## src/rtl/music_pkg.sv

```systemverilog
// Shared constants for the song sequencer: the note table, note limits and the FSM states.
package music_pkg;

  localparam int                 TABLE_CLK_HZ = 48000000;
  localparam int                 TABLE_W      = 20;
  localparam logic [7:0]         NOTE_REST    = 8'd0;
  localparam logic [7:0]         NOTE_MAX     = 8'd96;

  // Half-period, in clocks, of octave-1 semitones C1..B1 (C1 = 32.7032 Hz).
  localparam logic [TABLE_W-1:0] BASE_HALF [12] = '{
    20'd733873, 20'd692684, 20'd653807, 20'd617111,
    20'd582476, 20'd549784, 20'd518927, 20'd489802,
    20'd462311, 20'd436364, 20'd411872, 20'd388756
  };

  typedef enum logic [2:0] {
    IDLE,
    FETCH,
    LATCH,
    PLAY,
    DONE
  } state_e;

endpackage

```

## src/rtl/music_player_note_to_divider.sv

```systemverilog
// Maps a note number to the half-period of its square wave, or flags it as a rest.
module note_to_divider
  import music_pkg::*;
#(
  parameter int CLK_HZ = TABLE_CLK_HZ,
  parameter int DIV_W  = 20
) (
  input  logic [7:0]       i_note,
  output logic [DIV_W-1:0] o_half,
  output logic             o_is_rest
);

  logic [6:0]         w_idx;
  logic [6:0]         w_base;
  logic [2:0]         w_oct;
  logic [3:0]         w_semi;
  logic [TABLE_W-1:0] w_half_ref;

  assign o_is_rest = (i_note == NOTE_REST) || (i_note > NOTE_MAX);

  // Octave/semitone split by threshold compare instead of a divider.
  always_comb begin
    w_idx  = o_is_rest ? 7'd0 : 7'(i_note - 8'd1);
    w_oct  = '0;
    w_base = '0;
    for (int k = 1; k < 8; k++) begin
      if (w_idx >= 7'(12 * k)) begin
        w_oct  = 3'(k);
        w_base = 7'(12 * k);
      end
    end
    w_semi     = 4'(w_idx - w_base);
    w_half_ref = o_is_rest ? '0 : (BASE_HALF[w_semi] >> w_oct);
  end

  // The table is exact at its native clock; other clocks rescale by a constant ratio.
  if (CLK_HZ == TABLE_CLK_HZ) begin : g_native
    assign o_half = DIV_W'(w_half_ref);
  end else begin : g_scaled
    assign o_half = DIV_W'((64'(w_half_ref) * 64'(CLK_HZ)) / 64'(TABLE_CLK_HZ));
  end

endmodule

```

## src/rtl/music_player.sv

```systemverilog
// Song sequencer: steps a registered song ROM at a fixed tempo and plays each
// note as a square wave, keeping phase across repeated notes.
module music_player
  import music_pkg::*;
#(
  parameter int CLK_HZ      = 48000000,
  parameter int STEP_CYCLES = 6000000,
  parameter int SONG_LEN    = 241,
  parameter int DIV_W       = 20
) (
  input  logic       i_clk,
  input  logic       i_rst_n,
  input  logic       i_start,
  input  logic       i_stop,
  input  logic       i_loop,
  output logic [7:0] o_rom_addr,
  input  logic [7:0] i_rom_note,
  output logic       o_speaker,
  output logic       o_busy,
  output logic       o_done,
  output logic [7:0] o_cur_note
);

  localparam int            SW        = $clog2(STEP_CYCLES);
  localparam logic [SW-1:0] STEP_LAST = SW'(STEP_CYCLES - 1);
  localparam logic [7:0]    ADDR_LAST = 8'(SONG_LEN - 1);

  state_e           r_state, w_next;
  logic [7:0]       r_addr, r_note;
  logic [SW-1:0]    r_step;
  logic [DIV_W-1:0] r_tone, r_half, w_half;
  logic             r_spk;
  logic             w_is_rest, w_busy, w_step_end, w_last, w_wrap;

  note_to_divider #(
    .CLK_HZ(CLK_HZ),
    .DIV_W (DIV_W)
  ) u_n2d (
    .i_note   (i_rom_note),
    .o_half   (w_half),
    .o_is_rest(w_is_rest)
  );

  assign w_busy     = (r_state == FETCH) || (r_state == LATCH) || (r_state == PLAY);
  assign w_step_end = (r_step == STEP_LAST);
  assign w_last     = (r_addr == ADDR_LAST);
  assign w_wrap     = (r_tone == r_half - DIV_W'(1));

  always_comb begin
    w_next = r_state;
    case (r_state)
      IDLE: if (i_start && !i_stop) w_next = FETCH;
      FETCH, LATCH, PLAY: begin
        if (i_stop)                  w_next = IDLE;
        else if (w_step_end)         w_next = (w_last && !i_loop) ? DONE : FETCH;
        else if (r_state == FETCH)   w_next = LATCH;
        else if (r_state == LATCH)   w_next = PLAY;
      end
      DONE:    w_next = IDLE;
      default: w_next = IDLE;
    endcase
  end

  always_ff @(posedge i_clk) begin
    if (!i_rst_n) begin
      r_state <= IDLE;
      r_addr  <= '0;
      r_step  <= '0;
      r_tone  <= '0;
      r_half  <= '0;
      r_note  <= '0;
      r_spk   <= 1'b0;
    end else begin
      r_state <= w_next;
      if (w_next == IDLE || w_next == DONE) begin
        r_addr <= '0;
        r_step <= '0;
        r_tone <= '0;
        r_half <= '0;
        r_note <= '0;
        r_spk  <= 1'b0;
      end else if (!w_busy) begin
        r_addr <= '0;
        r_step <= '0;
      end else begin
        r_step <= w_step_end ? '0 : r_step + SW'(1);
        if (w_step_end) r_addr <= w_last ? '0 : r_addr + 8'd1;
        // A repeated note falls through to the free-running tone path (legato).
        if (r_state == LATCH && (w_is_rest || i_rom_note != r_note)) begin
          r_note <= w_is_rest ? NOTE_REST : i_rom_note;
          r_half <= w_half;
          r_tone <= '0;
          r_spk  <= 1'b0;
        end else if (r_note != NOTE_REST) begin
          if (w_wrap) begin
            r_tone <= '0;
            r_spk  <= ~r_spk;
          end else begin
            r_tone <= r_tone + DIV_W'(1);
          end
        end
      end
    end
  end

  assign o_rom_addr = r_addr;
  assign o_speaker  = r_spk;
  assign o_busy     = w_busy;
  assign o_done     = (r_state == DONE);
  assign o_cur_note = r_note;

endmodule
```

## config.mk

```make
export PLATFORM = sky130hd
export DESIGN_NAME = music_player
export DESIGN_NICKNAME = d
export VERILOG_FILES = /design/src/rtl/music_pkg.sv /design/src/rtl/music_player_note_to_divider.sv /design/src/rtl/music_player.sv
export SDC_FILE = /design/constraint.sdc
export NUM_CORES = 1
export LEC_CHECK = 0
export CAP_MARGIN = 20
export CORE_MARGIN = 1
export CORE_UTILIZATION = 55
export CTS_CLUSTER_DIAMETER = 120
export CTS_CLUSTER_SIZE = 12
export DETAILED_ROUTE_END_ITERATION = 16
export HOLD_SLACK_MARGIN = 0.06
export MAX_ROUTING_LAYER = met4
export PLACE_DENSITY = 0.75
export SKIP_CTS_REPAIR_TIMING = 1
export SLEW_MARGIN = 0
export SYNTH_ARGS = -nofsm -noshare
export SYNTH_HDL_FRONTEND = slang
export SYNTH_SLANG_ARGS = --single-unit
```

## constraint.sdc

```tcl
create_clock -name i_clk -period 15 [get_ports i_clk]
set_input_delay 1.5 -clock i_clk [delete_from_list [all_inputs] [get_ports i_clk]]
set_output_delay 1.5 -clock i_clk [all_outputs]
set_load 0.02 [all_outputs]
```

==> results of run 1 <==
-- power groups by stage --
stage | clock, mW | combinational, mW | sequential, mW
2_1_floorplan | 0 | 0.109 | 0.226
3_3_place_gp | 0 | 0.139 | 0.226
3_5_place_dp | 0 | 0.140 | 0.226
4_1_cts | 0.210 | 0.140 | 0.221
5_1_grt | 0.220 | 0.156 | 0.221
6_report | 0.206 | 0.145 | 0.221
-- state kept, by name (all words and copies together), names as in the netlist --
| signal | cells |
|---|---|
| r_tone | 20 |
| o_rom_addr | 8 |
| o_speaker | 1 |
| o_cur_note | 8 |
| r_state | 3 |
| r_half | 20 |
| r_step | 23 |
-- stage by stage --
step	cell area, um^2	hold slack (ns)	utilization	power, mW	instances
after floorplan	6560	0.442	-	0.336	867
after global placement	6810	0.461	0.591	0.366	988
after detailed placement	6810	0.472	0.591	0.366	988
after CTS	7090	0.486	0.616	0.572	1004
after global routing	7090	0.511	0.616	0.597	1004
final	7090	0.482	0.616	0.573	1004
-- routing by layer --
layer / GRT usage / part of all wire / up-vias
li1: - / - / 3131
met4: 0.0748 / 0.015 / 0
met1: 0.405 / 0.45 / 3068
met3: 0.0727 / 0.082 / 27
met2: 0.482 / 0.45 / 249
met5: - / 0 / -
-- worst max path at each step --
stage                     slack, ns  depth (start not counted)        end     startpoint
after floorplan                8.61                         24  r_half[4]  i_rom_note[0]
after global placement         7.24                         17  r_half[4]  i_rom_note[0]
after CTS                      7.34                         17  r_half[4]  i_rom_note[0]
after detailed placement       6.97                         17  r_half[4]  i_rom_note[0]
after global routing           6.73                         17  r_half[4]  i_rom_note[0]
final                          7.22                         17  r_half[4]  i_rom_note[0]
-- synth_stat cells (4+ instances only) --
master,instances
nor2_1,114
nand2_1,84
dfxtp_1,83
xor2_1,51
o21ai_0,37
clkbuf_1,36
a21oi_1,35
nand3_1,33
xnor2_1,28
inv_1,25
nor3_1,19
o211ai_1,19
ha_1,16
nand4_1,15
nor4_1,14
or3_1,14
and3_1,12
a211oi_1,11
a31oi_1,11
mux2i_1,10
nand2b_1,10
buf_2,9
and2_1,8
nor2b_1,8
a2111oi_0,7
nor3b_1,7
or2_2,7
a32oi_1,6
buf_6,6
o2111ai_1,6
o21ai_1,6
or4_1,6
a211o_1,5
buf_1,5
o221ai_1,5
o22ai_1,5
a21o_1,4
mux2_2,4
nand3b_1,4
o31ai_1,4
or3b_2,4
-- worst max-delay path, delay by kind of cell --
kind / cells / cell delay (ns)
simple gates: 5 / 2.38
fa+ha+maj: 2 / 1.28
compound gates: 6 / 1.41
buf+inv: 4 / 1.42
-- final cells by class --
class,instances,area (um^2)
clock buffer,11,243
clock inverter,5,38.8
fill,1058,4430
inverter,26,97.6
multi-input combinational,701,4530
sequential,83,1660
tap,143,179
timing repair buffer,35,340
-- logic make-up (layout without fill, tap and decap cells) --
group | after synthesis | in the layout
XOR/XNOR | 80 | 80
AO/OA/AOI/OAI | 210 | 210
multiplexers | 14 | 14
AND/OR/NAND/NOR | 381 | 381
flip-flops | 83 | 83
adder cells (fa/ha/maj) | 16 | 16
buffers and inverters | 83 | 77
==> reports/results.ini, run 1 <==
[run_status]
status=complete, no violations

[detailed_routing]
drc_errors=0
via_per_inst=6.45
wl_per_cell_um=18.0
drt_iter0_drc=505
finalWirelength_um=18100
firstDrtPassIters=5
num_vias=6475
postRouteAntennaNets=0

[placed_design]
port_buffers=31
pre_cts_ws_ns=6.97
dp_hpwl_um=13200
place_congestion=0.910

[pwr]
comb_power_share=0.253
pwr_density_cell_mw_per_mm2=80.8
irDropWorstVdd_v=0.0000723
p_int_mw=0.387
pwr-share-seq=0.387
p_leak_nw=2.49
p_sw_mw=0.186
swShare=0.324
pwr-share-clk=0.360

[hold_path]
min_path_type=flop to flop
hold-path-cell-count=1
whs_endpoint=r_step[0]
min-delay-start=r_step[0]

[timing]
fin_crit_ns=7.78
tns_ns=0
fin_worst_skew_ns=0.00893
relSlewSlack=0.338
hold_viol=0
drv_slew=0
worstMarginPinSlew_ns=0.989
finalWorstSetupSlack_ns=7.22
max_freq_ghz=0.128
setup_viol=0
period_share=0.519
rsz0062_at_grt=false

[yosys]
synth_top_cell_by_area=dfxtp_1
synth_fa_ha_area_frac=0.0305
synth-edff-count=0
synthSimpleGateAreaFrac=0.295
synth_area_mm2=0.00656
synth-xor-area-share=0.109
syn_inst=867
yosysWarnings=0
async_reset_ff_frac=0
yosys.area.top_type_share=0.253
ys_types=87
synth_compound_area_frac=0.233
syn_nets=896
synth_ff_type=dfxtp_1
synth_top_family_by_area=simple AND/OR/NAND/NOR gates
synth_mux_area_frac=0.0221
synth_area_per_cell_um2=7.56
synth_seq_cells=83
ys_top_cells_by_area=dfxtp_1, xor2_1, nor2_1, nand2_1, xnor2_1
seq_area_frac_synth=0.253

[finish]
post_route_cells_drive_above_1_share=0.0662
nets=885
final_cell_mix=nor2_1, nand2_1, dfxtp_1, xor2_1, o21ai_0
antenna_cells=0
layout.cells.most_common=nor2_1
area_delta_synth_final_pct=8.09

[cts]
cts_num_sinks=83
path_clk_slew_ns=0.06
clock-root-buffer=clkbuf_16
cts_buffer_depth=2
cts_tree=yes
cts-htree-levels=3
worstSkewPairLatency_ns=0.34
cts_buffers=9

[critical_path]
crit_path_max_fanout=21
arrival_ns=8.01
worstSetupStartpointType=input port
crit_type=input port to flop
crit_chain=clkdlybuf4s50_1 > inv_1 > ha_1 > or4b_4 > or4b_4 > o21a_1 > o221ai_1 > and2_1 > inv_1 > ha_1 > inv_1 > nor2_1 > o21ai_0 > a211oi_1 > o21ai_1 > and3_1 > a211o_1
reg2reg_slack_ns=11.02
worstSetupEndpointType=flop
cp_data_required_time_ns=15.23
critPathSlowestCell=clkdlybuf4s50_1
r2r_cells=10
critPathMaxStageDelay_ns=0.73
crit_top_cell=inv_1
r2r_end=r_half[2]
worstReg2RegStart=r_step[8]

[global_route]
grt_pass1_wl_um=30400
grt_pass1_vias=6093
overflow=0
antenna_found_initial=0
grt_usage=0.310
grt_max_degree=33

[flow_run]
max-cap-violations=0

[floorplan]
fp.dieH_um=111
core_mm2=0.0115
rows=39
die_area_mm2=0.0124
die_x_um=111
ios=32
floorplan.initialDensity=0.570

Note: power is estimated with default switching activity, not from simulation.
==> inputs of run 2 (changes only) <==
Clock period 15 ns to 7.8 ns, I/O delays scaled along.
==> reports/results.ini, run 2 (synthesized netlist as in run 1, its figures left out) <==
[placed_design]
place_area_mm2=0.00683  ; +0.28%
pre_cts_ws_ns=0.855  ; -6.11 ns
place_congestion=0.956  ; +5.0%
port_buffers=31  ; unchanged
dp_hpwl_um=12900  ; -2.8%

[critical_path]
arrival_ns=6.92  ; -1.09 ns
cp_data_required_time_ns=8.02  ; -7.21 ns
crit_path_max_fanout=21  ; unchanged
critPathSlowestCell=ha_1
critPathMaxStageDelay_ns=0.67  ; -0.06 ns
crit_top_cell=inv_1
crit_type=input port to flop
worstSetupEndpointType=flop
worstSetupStartpointType=input port
crit_chain=clkdlybuf4s50_1 > inv_1 > ha_1 > or4b_4 > or4b_4 > o21a_1 > o221ai_1 > and2_1 > inv_1 > ha_1 > inv_1 > nor2_1 > o21ai_0 > a211oi_1 > o21ai_1 > and3_1 > a211o_1

[finish]
fillers=1008  ; -4.7%
layout.cells.most_common=nor2_1
final_cell_mix=nor2_1, nand2_1, dfxtp_1, xor2_1, o21ai_0
post_route_cells_drive_above_1_share=0.0694  ; +0.00324
area_delta_synth_final_pct=8.45
seqCellArea_mm2=0.00166  ; unchanged
reg_top3=r_step (23), r_half (20), r_tone (20)
design_area_mm2=0.00711  ; +0.34%
multi_input_area_mm2=0.00453  ; about the same
largest_register=r_step
largest_reg_flops=23  ; unchanged
antenna_cells=0  ; unchanged
post-route-util=0.618  ; +0.00206
nets=888  ; +0.34%

[timing]
rsz0062_at_grt=false
finalWorstSetupSlack_ns=1.10  ; -6.12 ns
fin_crit_ns=6.70
relSlewSlack=0.340  ; +0.00198
hold_viol=0  ; unchanged
setup_viol=0  ; unchanged
drv_slew=0  ; unchanged
max_freq_ghz=0.149
period_share=0.859
fin_worst_skew_ns=0.00927  ; +0.000340 ns
tns_ns=0  ; unchanged
worstMarginPinSlew_ns=0.965  ; -0.0243 ns

[detailed_routing]
drc_errors=0  ; unchanged
wl_per_cell_um=17.3  ; -3.8%
drt_iter0_drc=534  ; +5.7%
num_vias=6530  ; +0.85%
via_per_inst=6.48  ; +0.55%
firstDrtPassIters=5  ; unchanged
finalWirelength_um=17500  ; -3.5%
postRouteAntennaNets=0  ; unchanged

[floorplan]
die_x_um=111  ; unchanged
core_mm2=0.0115  ; unchanged
ios=32  ; unchanged
floorplan.initialDensity=0.570  ; unchanged
fp.dieH_um=111  ; unchanged
die_area_mm2=0.0124  ; unchanged
rows=39  ; unchanged

[global_route]
grt_usage=0.292  ; -0.0175
grt_pass1_wl_um=28900  ; -5.0%
grt_pass1_vias=6056  ; -0.61%
grt_max_degree=33  ; unchanged
antenna_found_initial=0  ; unchanged
overflow=0  ; unchanged

[cts]
cts_buffers=9  ; unchanged
cts_buffer_depth=2  ; unchanged
cts-htree-levels=3  ; unchanged
cts_tree=yes
worstSkewPairLatency_ns=0.34  ; about the same
cts_num_sinks=83  ; unchanged
clock-root-buffer=clkbuf_16
path_clk_slew_ns=0.07  ; about the same

[pwr]
swShare=0.332  ; +0.00753
pwr-share-clk=0.367  ; +0.007
power_mw=1.11  ; +94%
p_sw_mw=0.368  ; +98%
pwr_density_cell_mw_per_mm2=156  ; +93%
p_int_mw=0.741  ; +92%
irDropWorstVdd_v=0.000144  ; +99%
pwr-share-seq=0.384  ; -0.003
comb_power_share=0.250  ; -0.003
p_leak_nw=2.51  ; +0.76%

[run_status]
status=complete, no violations

[hold_path]
min_path_type=flop to flop

[flow_run]
max-cap-violations=0  ; unchanged

run 2: worst max-delay path: cells and delay by family:
kind,cells,cell delay (ns)
buffers and inverters,4,1.23
adder cells (fa/ha/maj),2,1.24
AND/OR/NAND/NOR,5,2.31
AO/OA/AOI/OAI,6,1.35
run 2: area by class of cell:
cell class,instances,area share
clock buffer,9,0.0317
clock inverter,7,0.00862
inverter,26,0.0137
multi-input combinational,701,0.636
sequential,83,0.234
tap,143,0.0252
timing repair buffer,38,0.0510
run 2: final timing paths:
| path | from | to | slack [ns] | depth (start not counted) |
|---|---|---|---|---|
| max | i_rom_note[1] | r_half[4] | 1.10 | 17 |
| max reg2reg | r_step[8] | r_half[5] | 3.89 | 10 |
| min | r_step[0] | r_step[0] | 0.49 | 1 |
| min reg2reg | r_step[0] | r_step[0] | 0.49 | 1 |
run 2: power by group through the flow:
| stage | clock [mW] | combinational (mW) | sequential, mW |
|---|---|---|---|
| 6_report | 0.407 | 0.277 | 0.426 |
| 5_1_grt | 0.432 | 0.299 | 0.426 |
| 4_1_cts | 0.413 | 0.268 | 0.426 |
| 3_5_place_dp | 0 | 0.266 | 0.435 |
| 3_3_place_gp | 0 | 0.266 | 0.435 |
| 2_1_floorplan | 0 | 0.210 | 0.435 |
run 2: layer usage:
metal	share of wire	global-route usage	wire, um
met3	0.082	0.0618	1430
met1	0.45	0.390	7930
met4	0.022	0.102	376
met2	0.44	0.436	7730
met5	0	-	0
run 2: stage by stage:
step,cells,hold slack (ns)
after global routing,1007,0.499
after global placement,991,0.463
after floorplan,867,0.442
after detailed placement,991,0.471
after CTS,1007,0.492
final,1007,0.495
==> inputs of run 3 (changes only) <==
Settings changed: REMOVE_ABC_BUFFERS from default to 1.
==> reports/results.ini, run 3 (synthesized netlist as in run 1, its figures left out) <==
[placed_design]
place_congestion=0.986  ; +3.1%
dp.cells=991  ; unchanged
port_buffers=31  ; unchanged
dp_hpwl_um=13600  ; +5.4%

[cts]
worstSkewPairLatency_ns=0.35  ; about the same
cts_num_sinks=83  ; unchanged
clock-root-buffer=clkbuf_16
cts-htree-levels=3  ; unchanged
cts_buffer_depth=2  ; unchanged
path_clk_slew_ns=0.07  ; about the same
cts_buffers=9  ; unchanged
cts_tree=yes

[global_route]
antenna_found_initial=0  ; unchanged
grt_pass1_vias=6251  ; +3.2%
grt_max_degree=33  ; unchanged
overflow=0  ; unchanged
grt_pass1_wl_um=30400  ; +5.1%
grt_usage=0.308  ; +0.0162

[pwr]
pwr_density_cell_mw_per_mm2=156  ; +0.19%
power_mw=1.11  ; +0.19%
p_leak_nw=2.50  ; -0.45%
irDropWorstVdd_v=0.000111  ; -23%

[detailed_routing]
num_vias=6537  ; +0.11%
postRouteAntennaNets=0  ; unchanged
firstDrtPassIters=5  ; unchanged
drc_errors=0  ; unchanged
via_per_inst=6.49  ; +0.11%
wl_per_cell_um=18.3  ; +5.6%
drt_iter0_drc=511  ; -4.3%
finalWirelength_um=18400  ; +5.6%

[timing]
worstMarginPinSlew_ns=1.01  ; +0.0460 ns
rsz0062_at_grt=false
fin_worst_skew_ns=0.00825  ; -0.00103 ns
setup_viol=0  ; unchanged
drv_slew=0  ; unchanged
hold-worst-slack_ns=0.485  ; -0.00955 ns
relSlewSlack=0.323  ; -0.0165
tns_ns=0  ; unchanged
fin_crit_ns=6.73  ; +0.0320 ns
max_freq_ghz=0.149  ; -0.48%
hold_viol=0  ; unchanged
period_share=0.863  ; +0.00410

[critical_path]
crit_path_max_fanout=21  ; unchanged
crit_type=input port to flop
worstSetupStartpointType=input port
worstSetupEndpointType=flop
arrival_ns=6.97  ; +0.05 ns
cp_data_required_time_ns=8.04  ; +0.02 ns

[finish]
antenna_cells=0  ; unchanged
post-route-util=0.618  ; unchanged
fillers=1023  ; +1.5%
largest_register=r_step
multi_input_area_mm2=0.00453  ; about the same
largest_reg_flops=23  ; unchanged
layout.cells.most_common=nor2_1
stdcell_count=1007  ; unchanged
final_cell_mix=nor2_1, nand2_1, dfxtp_1, xor2_1, o21ai_0
reg_top3=r_step (23), r_half (20), r_tone (20)
seqCellArea_mm2=0.00166  ; unchanged
post_route_cells_drive_above_1_share=0.0706  ; +0.00116
area_delta_synth_final_pct=8.45  ; unchanged
nets=888  ; unchanged

[run_status]
status=complete, no violations

[floorplan]
floorplan.initialDensity=0.570  ; unchanged
die_x_um=111  ; unchanged
rows=39  ; unchanged
die_area_mm2=0.0124  ; unchanged
ios=32  ; unchanged
core_mm2=0.0115  ; unchanged
fp.dieH_um=111  ; unchanged

[hold_path]
min_path_type=flop to flop

[flow_run]
max-cap-violations=0  ; unchanged

## run 3: cell types whose count changed in the layout (fill, tap and decap cells not counted), sizes merged
| cell | delta |
|---|---|
| clkinvlp | +2 |
| inv | +1 |
| clkinv | -3 |
## run 3: path summary, 6_finish.rpt
path                      start          to  slack (ns)  cells after the start
setup / recovery  i_rom_note[1]   r_half[4]        1.07                     17
hold / removal        r_step[0]   r_step[0]        0.49                      1
setup reg to reg      r_half[0]  r_tone[19]        3.94                     10
hold reg to reg       r_step[0]   r_step[0]        0.49                      1
## run 3: layer usage
metal	up-vias	routed length, um	track usage
li1	3146	-	-
met1	3083	8250	0.387
met2	273	8540	0.495
met3	35	1270	0.0558
met4	0	373	0.113
met5	-	0	-
## run 3: layout make-up
cell class,count,share of cell area
clock inverters,7,0.00809
inverters,26,0.0137
repair buffers,38,0.0510
flip-flops and latches,83,0.234
multi-input cells,701,0.637
clock buffers,9,0.0317
well taps,143,0.0252
## run 3: through the flow
stage               instance area [um^2]  setup WS (ns)
global placement                    6830           1.12
floorplan                           6280           1.86
detailed placement                  6830          0.875
global route                        7110          0.709
finish                              7110           1.07
CTS                                 7110           1.25
## run 3: power by group
group,leakage (nW),internal (mW),switching [mW]
Combinational,1.70,0.0956,0.186
Clock,0.129,0.220,0.184
Sequential,0.668,0.425,0.00108
## run 3: critical path, cell delays in order
cell and delay (ns):
clkdlybuf4s50_1 0.71, inv_1 0.22, ha_1 0.59, or4b_4 0.55, or4b_4 0.51, o21a_1 0.13, o221ai_1 0.39, and2_1 0.77
inv_1 0.17, ha_1 0.36, inv_1 0.13, nor2_1 0.44, o21ai_0 0.18, a211oi_1 0.37, o21ai_1 0.15, and3_1 0.26
a211o_1 0.26
